$ cat src/rtl/fp_composer.sv
// Composes a packed IEEE-754 double from sign, unbiased exponent and a 57-bit
// fixed-point mantissa: one normalise step per cycle, then round-to-nearest-even.
module fp_composer (
  input  logic        clk,
  input  logic        rst_n,
  input  logic        in_valid,
  output logic        in_ready,
  input  logic        in_sign,
  input  logic [11:0] in_exponent,
  input  logic [56:0] in_mantissa,
  input  logic        in_is_nan,
  input  logic        in_is_inf,
  input  logic        in_is_zero,
  output logic        out_valid,
  input  logic        out_ready,
  output logic [63:0] fp_out,
  output logic        overflow,
  output logic        underflow,
  output logic        inexact
);

  typedef enum logic [1:0] {IDLE, ALIGN, ROUND, OUT} state_t;

  localparam logic signed [12:0] E_MIN   = -13'sd1022;
  localparam logic signed [12:0] E_MAX   = 13'sd1023;
  localparam logic signed [12:0] E_FLUSH = -13'sd1080;
  localparam logic [63:0]        QNAN    = 64'h7FF8_0000_0000_0000;

  state_t             r_state, w_state_nxt;
  logic signed [12:0] r_e, w_e_nxt;
  logic        [56:0] r_m, w_m_nxt;
  logic               r_sign, w_sign_nxt;
  logic        [63:0] r_fp, w_fp_nxt;
  logic               r_ovf, w_ovf_nxt;
  logic               r_unf, w_unf_nxt;
  logic               r_inx, w_inx_nxt;

  // Rounding datapath, consumed only in ROUND.
  logic               w_round_up;
  logic        [56:0] w_m_sum;
  logic        [56:0] w_m_rnd;
  logic signed [12:0] w_e_rnd;
  logic        [10:0] w_exp_field;
  logic               w_rnd_inexact;
  logic               w_tiny;

  assign w_round_up    = r_m[2] & (r_m[1] | r_m[0] | r_m[3]);
  assign w_m_sum       = r_m + (w_round_up ? 57'd8 : 57'd0);
  assign w_m_rnd       = w_m_sum[56] ? {1'b0, w_m_sum[56:1]} : w_m_sum;
  assign w_e_rnd       = w_m_sum[56] ? r_e + 13'sd1 : r_e;
  // Modulo-2^11 add is exact for every normal exponent in [-1022, 1023].
  assign w_exp_field   = w_m_rnd[55] ? (w_e_rnd[10:0] + 11'd1023) : 11'd0;
  assign w_rnd_inexact = |r_m[2:0];
  assign w_tiny        = (w_exp_field == 11'd0) && (r_m[54:0] != 55'd0);

  assign in_ready  = (r_state == IDLE);
  assign out_valid = (r_state == OUT);
  assign fp_out    = r_fp;
  assign overflow  = r_ovf;
  assign underflow = r_unf;
  assign inexact   = r_inx;

  always_comb begin
    // NOTE: every next-state value is defaulted to its register first so no
    // path through the case leaves a variable unassigned (no latches).
    w_state_nxt = r_state;
    w_e_nxt     = r_e;
    w_m_nxt     = r_m;
    w_sign_nxt  = r_sign;
    w_fp_nxt    = r_fp;
    w_ovf_nxt   = r_ovf;
    w_unf_nxt   = r_unf;
    w_inx_nxt   = r_inx;

    unique case (r_state)
      IDLE: begin
        if (in_valid) begin
          w_sign_nxt = in_sign;
          w_e_nxt    = {in_exponent[11], in_exponent};
          w_m_nxt    = in_mantissa;
          w_ovf_nxt  = 1'b0;
          w_unf_nxt  = 1'b0;
          w_inx_nxt  = 1'b0;
          if (in_is_nan) begin
            w_fp_nxt    = QNAN;
            w_state_nxt = OUT;
          end else if (in_is_inf) begin
            w_fp_nxt    = {in_sign, 11'h7FF, 52'd0};
            w_state_nxt = OUT;
          end else if (in_is_zero || (in_mantissa == 57'd0)) begin
            w_fp_nxt    = {in_sign, 63'd0};
            w_state_nxt = OUT;
          end else begin
            w_state_nxt = ALIGN;
          end
        end
      end

      ALIGN: begin
        if (r_m[56]) begin
          w_m_nxt = {1'b0, r_m[56:2], r_m[1] | r_m[0]};
          w_e_nxt = r_e + 13'sd1;
        end else if (r_e < E_FLUSH) begin
          w_m_nxt = {56'd0, |r_m};
          w_e_nxt = E_MIN;
        end else if (r_e < E_MIN) begin
          w_m_nxt = {1'b0, r_m[56:2], r_m[1] | r_m[0]};
          w_e_nxt = r_e + 13'sd1;
        end else if (!r_m[55] && (r_e > E_MIN)) begin
          w_m_nxt = {r_m[55:0], 1'b0};
          w_e_nxt = r_e - 13'sd1;
        end else begin
          w_state_nxt = ROUND;
        end
      end

      ROUND: begin
        w_m_nxt     = w_m_rnd;
        w_e_nxt     = w_e_rnd;
        w_state_nxt = OUT;
        if (w_e_rnd > E_MAX) begin
          w_fp_nxt  = {r_sign, 11'h7FF, 52'd0};
          w_ovf_nxt = 1'b1;
          w_unf_nxt = 1'b0;
          w_inx_nxt = 1'b1;
        end else begin
          w_fp_nxt  = {r_sign, w_exp_field, w_m_rnd[54:3]};
          w_ovf_nxt = 1'b0;
          w_unf_nxt = w_tiny & w_rnd_inexact;
          w_inx_nxt = w_rnd_inexact;
        end
      end

      OUT: begin
        if (out_ready) w_state_nxt = IDLE;
      end

      default: w_state_nxt = IDLE;
    endcase
  end

  // NOTE: state registers use non-blocking assignments so every register
  // samples the pre-edge values of the others.
  always_ff @(posedge clk or negedge rst_n) begin
    if (!rst_n) begin
      r_state <= IDLE;
      r_e     <= '0;
      r_m     <= '0;
      r_sign  <= 1'b0;
      r_fp    <= '0;
      r_ovf   <= 1'b0;
      r_unf   <= 1'b0;
      r_inx   <= 1'b0;
    end else begin
      r_state <= w_state_nxt;
      r_e     <= w_e_nxt;
      r_m     <= w_m_nxt;
      r_sign  <= w_sign_nxt;
      r_fp    <= w_fp_nxt;
      r_ovf   <= w_ovf_nxt;
      r_unf   <= w_unf_nxt;
      r_inx   <= w_inx_nxt;
    end
  end

endmodule

$ cat config.mk
export PLATFORM = sky130hd
export DESIGN_NAME = fp_composer
export DESIGN_NICKNAME = d
export VERILOG_FILES = /design/src/rtl/fp_composer.sv
export SDC_FILE = /design/constraint.sdc
export NUM_CORES = 1
export LEC_CHECK = 0
export CAP_MARGIN = 20
export CORE_MARGIN = 2
export CORE_UTILIZATION = 29
export DETAILED_ROUTE_END_ITERATION = 12
export GPL_ROUTABILITY_DRIVEN = 0
export GPL_TIMING_DRIVEN = 1
export HOLD_SLACK_MARGIN = 0.15
export PLACE_DENSITY = 0.45
export SLEW_MARGIN = 20
export SYNTH_ARGS = -nofsm -noshare
export SYNTH_HDL_FRONTEND = slang
export SYNTH_SLANG_ARGS = --single-unit
$ cat constraint.sdc
create_clock -name clk -period 11.79 [get_ports clk]
set_input_delay 2.358 -clock clk [delete_from_list [all_inputs] [get_ports clk]]
set_output_delay 2.358 -clock clk [all_outputs]
set_load 0.01 [all_outputs]
==> results of run 1 <==
sequential cells by signal, indices dropped and copies added (netlist names):
signal	flops
fp_out	64
inexact	1
overflow	1
r_e	13
r_m	57
r_sign	1
r_state	2
underflow	1
routing by layer:
layer / up-vias / global-route usage [%] / part of all wire, %
met5: - / 0 / 0
met4: 0 / 6.772 / 2.2
met3: 49 / 4.318 / 6.7
met2: 413 / 34.60 / 44
met1: 5646 / 33.49 / 47
li1: 5361 / - / -
metrics by stage:
step	instance area [sq um]	utilization, %
after floorplan	11260	-
after global placement	12860	33.44
after detailed placement	12870	33.45
after CTS	13510	35.13
after global routing	13520	35.14
final	13520	35.14
worst max path at each step:
stage / endpoint / depth (start not counted) / from
finish: fp_out[53] / 10 / in_mantissa[42]
global route: fp_out[52] / 10 / in_mantissa[42]
CTS: fp_out[53] / 10 / in_mantissa[42]
floorplan: fp_out[11] / 10 / in_mantissa[22]
global placement: fp_out[53] / 10 / in_mantissa[17]
detailed placement: fp_out[53] / 10 / in_mantissa[42]
placed cells by master (no fill, tap or decap), drive strengths merged, types with 8 or more instances in the layout:
cell type	synthesis	layout
o21ai	113	113
buf	53	21
a22o	46	46
and3	15	15
o31ai	87	87
clkdlybuf4s50	0	144
a21o	13	13
and2	9	9
dfrtp	140	140
ha	8	8
clkbuf	110	18
o211ai	26	26
inv	17	22
mux2i	20	20
nor4	44	44
nand4	23	23
a221oi	33	33
nand3	58	58
nor2	105	105
a21oi	39	39
xnor2	43	43
xor2	29	29
a211oi	11	11
nor3	24	24
a22oi	21	21
nand2	250	250
kinds of logic after synthesis:
family                   after synthesis
AO/OA/AOI/OAI                        458
XOR/XNOR                              72
adder cells (fa/ha/maj)                9
buffers and inverters                181
flip-flops                           140
multiplexers                          23
AND/OR/NAND/NOR                      562
power by group:
group | switching, mW | internal (mW) | leakage (nW) | total, mW
Clock | 0.251 | 0.365 | 0.318 | 0.616
Sequential | 0.415 | 0.721 | 1.80 | 1.14
Combinational | 1.70 | 1.02 | 2.94 | 2.72
Total | 2.37 | 2.10 | 5.05 | 4.47
layout make-up:
| type | instances | area (sq um) | area share [%] |
|---|---|---|---|
| clock buffer | 18 | 439.2 | 3.249 |
| clock inverter | 14 | 206.4 | 1.527 |
| inverter | 18 | 67.56 | 0.4999 |
| multi-input combinational | 1124 | 7044 | 52.12 |
| sequential | 140 | 3503 | 25.92 |
| tap | 518 | 648.1 | 4.795 |
| timing repair buffer | 165 | 1607 | 11.89 |
critical path, stage by stage:
cell and delay [ps]:
clkdlybuf4s50_1 420, nor4_1 850, nand3_1 160, nor4_1 690, nor4_1 190, o21a_4 280
buf_6 280, nor2_1 420, inv_1 190, o21ai_0 180
==> results by stage, run 1 <==
Outcome:
- The flow ran to the end, and the final reports show no timing, DRC or antenna violations.

Placement:
- After legalization and detailed placement, the total HPWL measured roughly 33000 um.
- The minimum setup slack after placement is between 5000 and 6000 ps.
- The count of buffers inserted at the top-level ports is around 150.
- The instance count after placement with tap cells included is just under 2000.

Critical path:
- STA puts the critical path data required time at 12170 ps.
- STA classifies the critical path endpoint as a register.
- The peak fanout along the critical path is 112.
- The arrival time at the worst endpoint is approximately 6100 ps.
- The number of cells on the worst reg-to-reg path is 17.
- The endpoint of the lowest-slack register-to-register path is fp_out[57].
- The category of the most critical setup path is input port to register.
- The worst reg2reg path startpoint is r_m[18].
- In this run the register-to-register setup slack is roughly 6200 ps.
- The element type at the critical path start is an input port.

Power and ir drop:
- The power per unit of standard cell area is 330.8 nW/um^2.
- The analysis attributes to cell leakage a power of 5.054 nW.
- Across the VDD grid, the largest voltage drop is around 0.25 mV.
- The total power is roughly 4.5 mW.

Layout:
- The diode insertion count for antenna repair is 0.
- The post-route netlist has around 6.5% of its cells at a drive strength greater than 1.
- After filler insertion, the fill cell instance count of the layout stands at a little over 4000.
- The filler-free cell count of the finished design is roughly 2000.
- The synthesis-to-finish area growth is 19.98%.
- The final layout contains around 1600 nets.

Synth:
- The sequential element share of the synthesized area is between 30% and 40%.
- The leading register cell type out of synthesis is dfrtp_1.
- The mean instance size in the synthesized netlist is 7.796 sq um.
- The synthesized netlist devotes between 20% and 30% of its cell area to compound gates.
- The most frequent cell after synthesis is nand2_1.
- Summing the areas of all and, or, nand and nor instances in the mapped netlist gives 23.88% of the synthesized area.
- Counting every net in the synthesized netlist gives around 1500.
- Sorting the synthesized cells by how often they occur yields nand2_1, dfrtp_1, clkbuf_1.
- The post-synthesis cell count is 1445.
- The number of different library cells in the post-synthesis netlist is 85.
- Sorting the synthesized cells by area gives the leading types as dfrtp_1, nand2_1, o31ai_1.
- In the synthesized netlist, mux cells make up between 2 and 2.5% of the area.
- By area, the combinational part of the netlist is dominated by compound AO/OA/AOI/OAI gates.
- After Yosys synthesis, full adders, half adders and majority gates account for less than 1% of the synthesized area.
- The largest total area in the synthesized netlist belongs to dfrtp_1.
- The register bit total from synthesis is 140.
- The count of warnings emitted by yosys is 0.
- The synthesized design contains 0 enable-type register cells.
- The netlist area before placement is about 11000 sq um.
- The share of the synthesized netlist area taken by xor and xnor gates is roughly 5.6%.
- The fraction of synthesized cell area taken by the top area cell type is between 30 and 40%.
- The share of flip-flops with an asynchronous set or reset after synthesis is 100.0%.

STA:
- The time the final worst path needs with I/O delays and setup is 5678 ps.
- Timing would allow up to roughly 0.18 GHz.
- Setup violations remaining at the end of the flow were counted as 0.
- The number of failing hold endpoints at the final stage came to 0.
- The part of the cycle the worst path needs is 48.16%.
- The transition at the pin with the smallest max-transition slack is roughly 1100 ps.
- The setup skew after layout is 15.69 ps.
- Across all hold checks on the routed design, the worst slack comes to around 480 ps.
- The summed negative setup slack over all endpoints is 0 ps.
- Setup repair after global routing left no endpoint under its margin.
- The max-slew violation total from the final report is 0.
- Headroom to the max-slew limit came out at 25.43%.
- The final setup slack of the worst path is 6112 ps.

Clock tree:
- Clock-pin slew was measured on the worst setup and hold paths at approximately 70 ps.
- The clock tree root buffer cell is clkbuf_16.
- Counting the buffers created by CTS gives 17.
- Buffers inserted to repair hold after CTS numbered 0.
- The worst-case clock buffer depth is 2.
- CTS built an H-tree with a depth of 4.
- The post-CTS setup buffer count is 0.
- The count of clock tree sinks is 140.
- The later-pin clock latency in the skew report is 460 ps.
- The post-cts gate resize count is 0.
- The CTS tree is built.

Drt:
- Summed over all layers, the routed wires come to ~47000 um.
- The routed layout has 11470 vias.
- For this run, design rule violations remaining after detail routing come to 0.
- The ratio of routed vias to standard cells is 5.743.
- The violation count after the first detailed-route iteration is between 1000 and 1500.
- The detailed-routing iteration count for the pre-antenna-repair pass is 6.
- The count of nets left with antenna violations once routing finished came out at 0.
- The average detailed-routed wire length per instance is between 20 and 25 um.

Min path:
- The terminating pin of the worst hold path is fp_out[18].
- The startpoint of the most critical hold path is fp_out[18].
- The worst hold path was traced through 2 stages.
- The worst hold path belongs to the class register to register.

GRT:
- Entering global routing, the biggest net connects ~110 pins.
- The leftover overflow at the end of global routing is 0.
- The via count of the first global-routing pass is 11010.
- The combined global-route utilization of all metal layers is a little under a quarter.
- The initial antenna violation count came to 0.
- The first global-routing pass estimated 71940 um of wire.

Die:
- The number of standard-cell rows in the floorplan is 72.
- The area of the core region is just under 40000 sq um.
- In this run the horizontal extent of the chip is 201.1 um.
- between 100 and 150 I/O pins were placed.
- The die is approximately 200 um tall.
- The initial utilization of the core area, before any placement, comes to between 20% and 30%.
- The area of the die is between 40000 and 50000 sq um.

Job:
- The max-cap violation count is 0.
(Power assumes the default switching activity.)
==> run 2: changes to the inputs <==
PLACE_DENSITY = 0.47   (was 0.45)
clock period = 5.05 ns   (was 11.79 ns; I/O delays follow)
==> results by stage, run 2 (same netlist as run 1, synthesis figures left out) <==
Clock tree:
- The level count of the clock H-tree is 4.
- The clock tree root buffer cell is clkbuf_16.
- The clock-pin slew on the worst setup and hold paths is 70 ps.
- After clock tree synthesis, the flow added hold-fix buffers numbering 0.
- The post-cts gate resize count is 0.
- The later-pin clock latency in the skew report is between 400 and 500 ps.
- In this run the post-CTS setup repair buffer count came out at 0.
- Clock tree synthesis found a total of 140 sinks.
- TritonCTS built the clock tree.
- Clock tree synthesis inserted a total of 17 buffers.
- The worst-case clock buffer depth is 2.

Critical path:
- The element type at the critical path start is a register.
- The number of cells on the worst reg-to-reg path is 14.
- Data arrives at the worst endpoint at 4630 ps.
- The setup slack of the worst register-to-register path is ~720 ps.
- The peak fanout along the critical path is 37.
- In this run the critical register-to-register path is captured at fp_out[26].
- The sort of element at the end of the critical path is a register.
- The category of the most critical setup path is register to register.
- Data on the critical path is required at its endpoint by between 5000 and 6000 ps.
- The worst register-to-register path begins at r_m[26].

STA:
- Measured against its own limit, the worst slew margin works out to around 41%.
- The number of setup violations in the final report is 0.
- The max-slew violation total from the final report is 0.
- The time the final worst path needs with I/O delays and setup is 4332 ps.
- The upper clock frequency limit is about 0.23 GHz.
- The number of failing hold endpoints at the final stage is 0.
- The summed negative setup slack over all endpoints is 0 ps.
- The part of the cycle the worst path needs is roughly 86%.
- The setup skew after layout is between 15 and 20 ps.
- Setup repair after global routing left no endpoint under its margin.
- At the pin with the least slew margin, the transition time is 874.0 ps.

Drt:
- The first detailed-routing pass took 6 iterations.
- Dividing the detail-routed wire length by the instance count gives between 20 and 25 um.
- After detailed routing, the total wire length is about 47000 um.
- The remaining design rule violation count is 0.
- The antenna violation net count after detailed routing is 0.
- The violation count after the first detailed-route iteration is about 1200.
- After detailed routing, the number of vias per cell comes to roughly 5.8.
- The number of vias after detailed routing is between 10000 and 15000.

Placement:
- The count of buffers inserted at the top-level ports is ~150.
- The placed standard-cell area is ~13000 sq um.
- The instance count after placement with tap cells included is 1986.
- Summed over all nets, the half-perimeter wirelength after detailed placement is around 33000 um.

GRT:
- The first global-routing pass estimated ~72000 um of wire.
- The pin count of the biggest net entering global routing is around 110.
- The initial antenna violation count is 2.
- The via count of the first global-routing pass is around 11000.
- After global routing the overflow that remains totals 0.
- The combined global-route utilization of all metal layers is 22.95%.

Job:
- Across the run, the number of max-cap violations was 0.

Die:
- The width of the chip is approximately 200 um.
- between 100 and 150 I/O pins were placed.
- The initial utilization of the core area, before any placement, comes to just under 30%.
- The area of the core region is around 38000 sq um.
- The number of standard-cell rows in the floorplan is 72.
- From bottom edge to top edge, the die measures 201.1 um.
- The die covers just over 40000 sq um.

Layout:
- From synthesis to final layout, the design area changed by 21.03%.
- The filler-free cell count of the finished design is slightly above 2000.
- After routing the design area is 13630 sq um.
- The register with the most flip-flops in the layout has 64 of them.
- The final design utilization is 35.44%.
- The commonest non-fill, non-tap cell in the layout is nand2_1.
- At the end of the flow, the number of nets in the layout was approximately 1600.
- The post-route netlist has 7.733% of its cells at a drive strength greater than 1.
- The top cell types in the final layout, fill and taps aside, are nand2_1, clkdlybuf4s50_1, dfrtp_1, nor2_1, o21ai_0.

Power and ir drop:
- In this run the static leakage power is between 5 and 6 nW.
- VDD sags by at most about 0.43 mV.
- The power per unit of standard cell area is 770.8 nW/um^2.

Outcome:
- The run finished with clean final reports.

Min path:
- The terminating pin of the worst hold path is fp_out[46].
- The worst hold path stage count is 2.
- The startpoint of the most critical hold path is fp_out[46].
- The worst hold path belongs to the class register to register.
## run 2: changes by cell type in the layout (fill, tap and decap cells not counted), sizes merged
cell	delta
clkinv	-3
bufinv	-3
inv	+3
clkbuf	-1
clkinvlp	+4
buf	+21
diode	+1
## run 2: metal layers
layer	share of wire, %	track usage [%]
met5	0.038	0
met4	2.8	8.042
met3	7.7	4.351
met2	44	34.91
met1	45	32.36
## run 2: final cells by class
cell class / count / area (sq um)
Timing Repair Buffer: 186 / 1802
Multi-Input combinational cell: 1124 / 7033
Antenna cell: 1 / 2.502
Fill cell: 4081 / 24830
Clock buffer: 17 / 425.4
Sequential cell: 140 / 3503
Clock inverter: 15 / 151.4
Inverter: 18 / 67.56
Tap cell: 518 / 648.1
## run 2: per-stage QoR
stage / total power [mW] / hold slack (ps) / setup slack (ps)
after detailed placement: 9.139 / 465.6 / 766.5
after global routing: 11.27 / 509.4 / 390.1
after global placement: 9.109 / 462.9 / 798.7
final: 10.51 / 475.7 / 717.7
after floorplan: 6.785 / 480.3 / 1022
after CTS: 10.46 / 481.4 / 739.8
## run 2: critical path, cell delays in order (launching register included)
cell	delay (ps)
dfrtp_1	590
nand4_1	330
nor4_2	410
nand4_4	220
or3_1	390
nand2_1	110
o21ai_0	120
ha_1	230
nand2b_1	160
nor4_1	190
nand3_1	130
a2111oi_2	510
o21a_2	400
buf_12	250
o31ai_1	90
## run 2: how the worst max path moves through the flow
stage                            end  depth (start not counted)  startpoint
final                     fp_out[26]                         14     r_m[26]
after global routing      fp_out[51]                         14     r_m[26]
after global placement    fp_out[38]                         14     r_m[26]
after floorplan            underflow                         19      r_m[3]
after detailed placement  fp_out[27]                         14     r_m[26]
after CTS                 fp_out[32]                         14     r_m[26]
## run 2: report_power, final
part	switching, mW	internal (mW)
Sequential	0.860	1.68
Combinational	4.15	2.51
Clock	0.608	0.696
Total	5.62	4.89
==> run 3: changes to the inputs <==
PLACE_DENSITY = unset   (was 0.47)
PLACE_DENSITY_LB_ADDON = 0.1   (was unset)
SLEW_MARGIN = unset   (was 20)
==> results by stage, run 3 (same netlist as run 1, synthesis figures left out) <==
Critical path:
- The worst setup path is captured at a register.
- Among cell families on the critical path, the largest total delay comes from simple AND/OR/NAND/NOR gates.
- For this run, the slowest stage of the critical path takes ~520 ps.
- The largest individual stage delay along the critical path comes from the cell dfrtp_1.
- The element type at the critical path start is a register.
- The required time reported for the critical path endpoint is ~5400 ps.
- Data arrives at the worst endpoint at 4520 ps.
- The peak fanout along the critical path is 38.
- The most prevalent standard cell on the critical path is nand3_1.
- The critical path goes through nand3_1, nor4_4, nand4_4, or3_1, nand2_2, o21ai_0, ha_1, nand2b_1, nor4_1, nand3_1, a2111oi_2, o21a_2, buf_12, o31ai_1.
- The setup slack of the worst register-to-register path is about 830 ps.
- The category of the most critical setup path is register to register.
- Counting both buffers and inverters, the worst setup path holds a total of 1.

STA:
- The number of failing hold endpoints at the final stage is 0.
- The setup skew after layout is between 10 and 15 ps.
- Dividing the final minimum period by the clock period gives between 80% and 90%.
- The time the final worst path needs with I/O delays and setup is between 4000 and 5000 ps.
- The summed negative setup slack over all endpoints is 0 ps.
- The worst path meets setup with 831.1 ps of slack.
- The number of setup violations in the final report is 0.
- Measured against its own limit, the worst slew margin works out to 32.91%.
- Setup repair after global routing left no endpoint under its margin.
- For the pin with the worst max-slew slack, the measured transition is slightly above 1000 ps.
- The upper clock frequency limit is between 0.2 and 0.25 GHz.
- The max-slew violation total from the final report is 0.

Layout:
- For this run, the number of standard cells in the final layout without fillers is between 2000 and 2500.
- The register with the most flip-flops in the layout has 64 of them.
- Of the cells placed in the final design, the portion with a size suffix greater than 1 is 8.887%.
- After the last flow step, the layout net total stands at ~1600.
- The repair_antennas step left the layout with diodes totalling 0.
- In the layout the commonest cells are nand2_1, clkdlybuf4s50_1, dfrtp_1, nor2_1, o21ai_0.
- The library cell used most frequently in the layout, excluding fill and tap cells, is nand2_1.
- After filler insertion, the fill cell instance count of the layout stands at around 4000.
- Relative to the synthesized area, the layout overhead comes to 22.33%.
- The post-route standard cell area excluding fillers is around 14000 sq um.

Clock tree:
- Hold repair after CTS inserted 0 buffers.
- Gates resized during post-CTS repair numbered 0.
- The count of clock tree sinks is 140.
- The tree is rooted in a clkbuf_16.
- The number of clock buffers inserted by TritonCTS is 17.
- The CTS tree is built.
- The worst-case clock buffer depth is 2.
- The level count of the clock H-tree is 4.
- The later-pin clock latency in the skew report is between 400 and 500 ps.
- After clock tree synthesis, the clock-pin slew on the worst setup and hold paths is ~70 ps.
- In this run the post-CTS setup repair buffer count came out at 0.

Outcome:
- The run finished with clean final reports.

Placement:
- Including well taps, the total number of placed cells is roughly 2000.
- At the placement stage, the worst setup path has a slack of about 730 ps.
- The count of buffers inserted at the top-level ports is ~150.
- The placed wire-length estimate after detailed placement is approximately 34000 um.
- After detailed placement, the total cell area comes to 13170 sq um.

Drt:
- Summed over all layers, the routed wires come to 47740 um.
- Dividing the detail-routed via count by the number of cells gives roughly 5.8.
- The violation count after the first detailed-route iteration is approximately 1300.
- The antenna violation net count after detailed routing is 0.
- The first detailed-routing pass took 6 iterations.
- The routed layout has ~12000 vias.
- The average detailed-routed wire length per instance is between 20 and 25 um.
- The remaining design rule violation count is 0.

Job:
- The max-cap violation count is 0.

Power and ir drop:
- The total power is around 11 mW.
- The worst vdd rail ir drop is between 0.3 and 0.4 mV.
- In this run the power density over the cells is between 700 and 800 nW/um^2.
- The analysis attributes to cell leakage a power of between 5 and 6 nW.

Die:
- The die is 201.1 um wide.
- The boundary pin count is 146.
- The total area inside the core boundary comes to approximately 38000 sq um.
- The area of the die is 40440 sq um.
- The starting density of the core is a little under 30%.
- The floorplan has 72 rows.
- The overall die height is 201.1 um.

GRT:
- Entering global routing, the biggest net connects just over 100 pins.
- The initial antenna violation count came to 0.
- The first global-routing pass estimated about 74000 um of wire.
- Summed over all layers, the global routing overflow is 0.
- The combined global-route utilization of all metal layers is 23.77%.
- The via count of the first global-routing pass is between 10000 and 15000.

Min path:
- The type of the worst min-delay path is register to register.
## run 3: cell types whose count changed in the layout (fill, tap and decap cells not counted), sizes merged
cell and change:
buf +19, bufinv +1, clkbuf +1, clkinv +3, clkinvlp -2, diode -1, inv -3
## run 3: power breakdown
group	internal (mW)	total (mW)	switching [mW]
logic	2.56	6.81	4.25
clock network	0.751	1.34	0.592
registers	1.69	2.44	0.752
## run 3: final cells by class
type	instances	area, sq um	share of cell area, %
flip-flops and latches	140	3503	25.42
multi-input cells	1124	7032	51.03
well taps	518	648.1	4.704
inverters	18	67.56	0.4903
repair buffers	205	1928	13.99
clock buffers	18	439.2	3.187
clock inverters	14	161.4	1.171
## run 3: metrics by stage
step                hold slack [ps]  utilization (%)
global route                  505.3            35.82
CTS                           479.5            35.80
finish                        471.8            35.82
global placement              462.1            34.24
floorplan                     480.3                -
detailed placement            465.4            34.24
## run 3: worst register-to-register path: stages, from the launching register on
cell       delay [ps]
dfrtp_1           520
nand3_1           270
nor4_4            520
nand4_4           210
or3_1             400
nand2_2           100
o21ai_0           110
ha_1              230
nand2b_1          160
nor4_1            190
nand3_1           130
a2111oi_2         490
o21a_2            370
buf_12            250
o31ai_1           130
## run 3: path summary, 6_finish.rpt
check,from,cells after the start,to
worst max-delay path,r_m[16],14,fp_out[27]
worst min-delay path,fp_out[9],2,fp_out[9]
worst max register to register,r_m[16],14,fp_out[27]
worst min register to register,fp_out[9],2,fp_out[9]
max in group asynchronous,rst_n,2,r_e[4]
min in group asynchronous,rst_n,1,fp_out[22]
## run 3: routing by layer
layer / GRT usage [%] / up-vias / routed length, um
met3: 4.075 / 69 / 3224
li1: - / 5444 / -
met4: 7.804 / 0 / 1227
met1: 34.71 / 5808 / 22470
met5: 0 / - / 0
met2: 35.31 / 472 / 20810
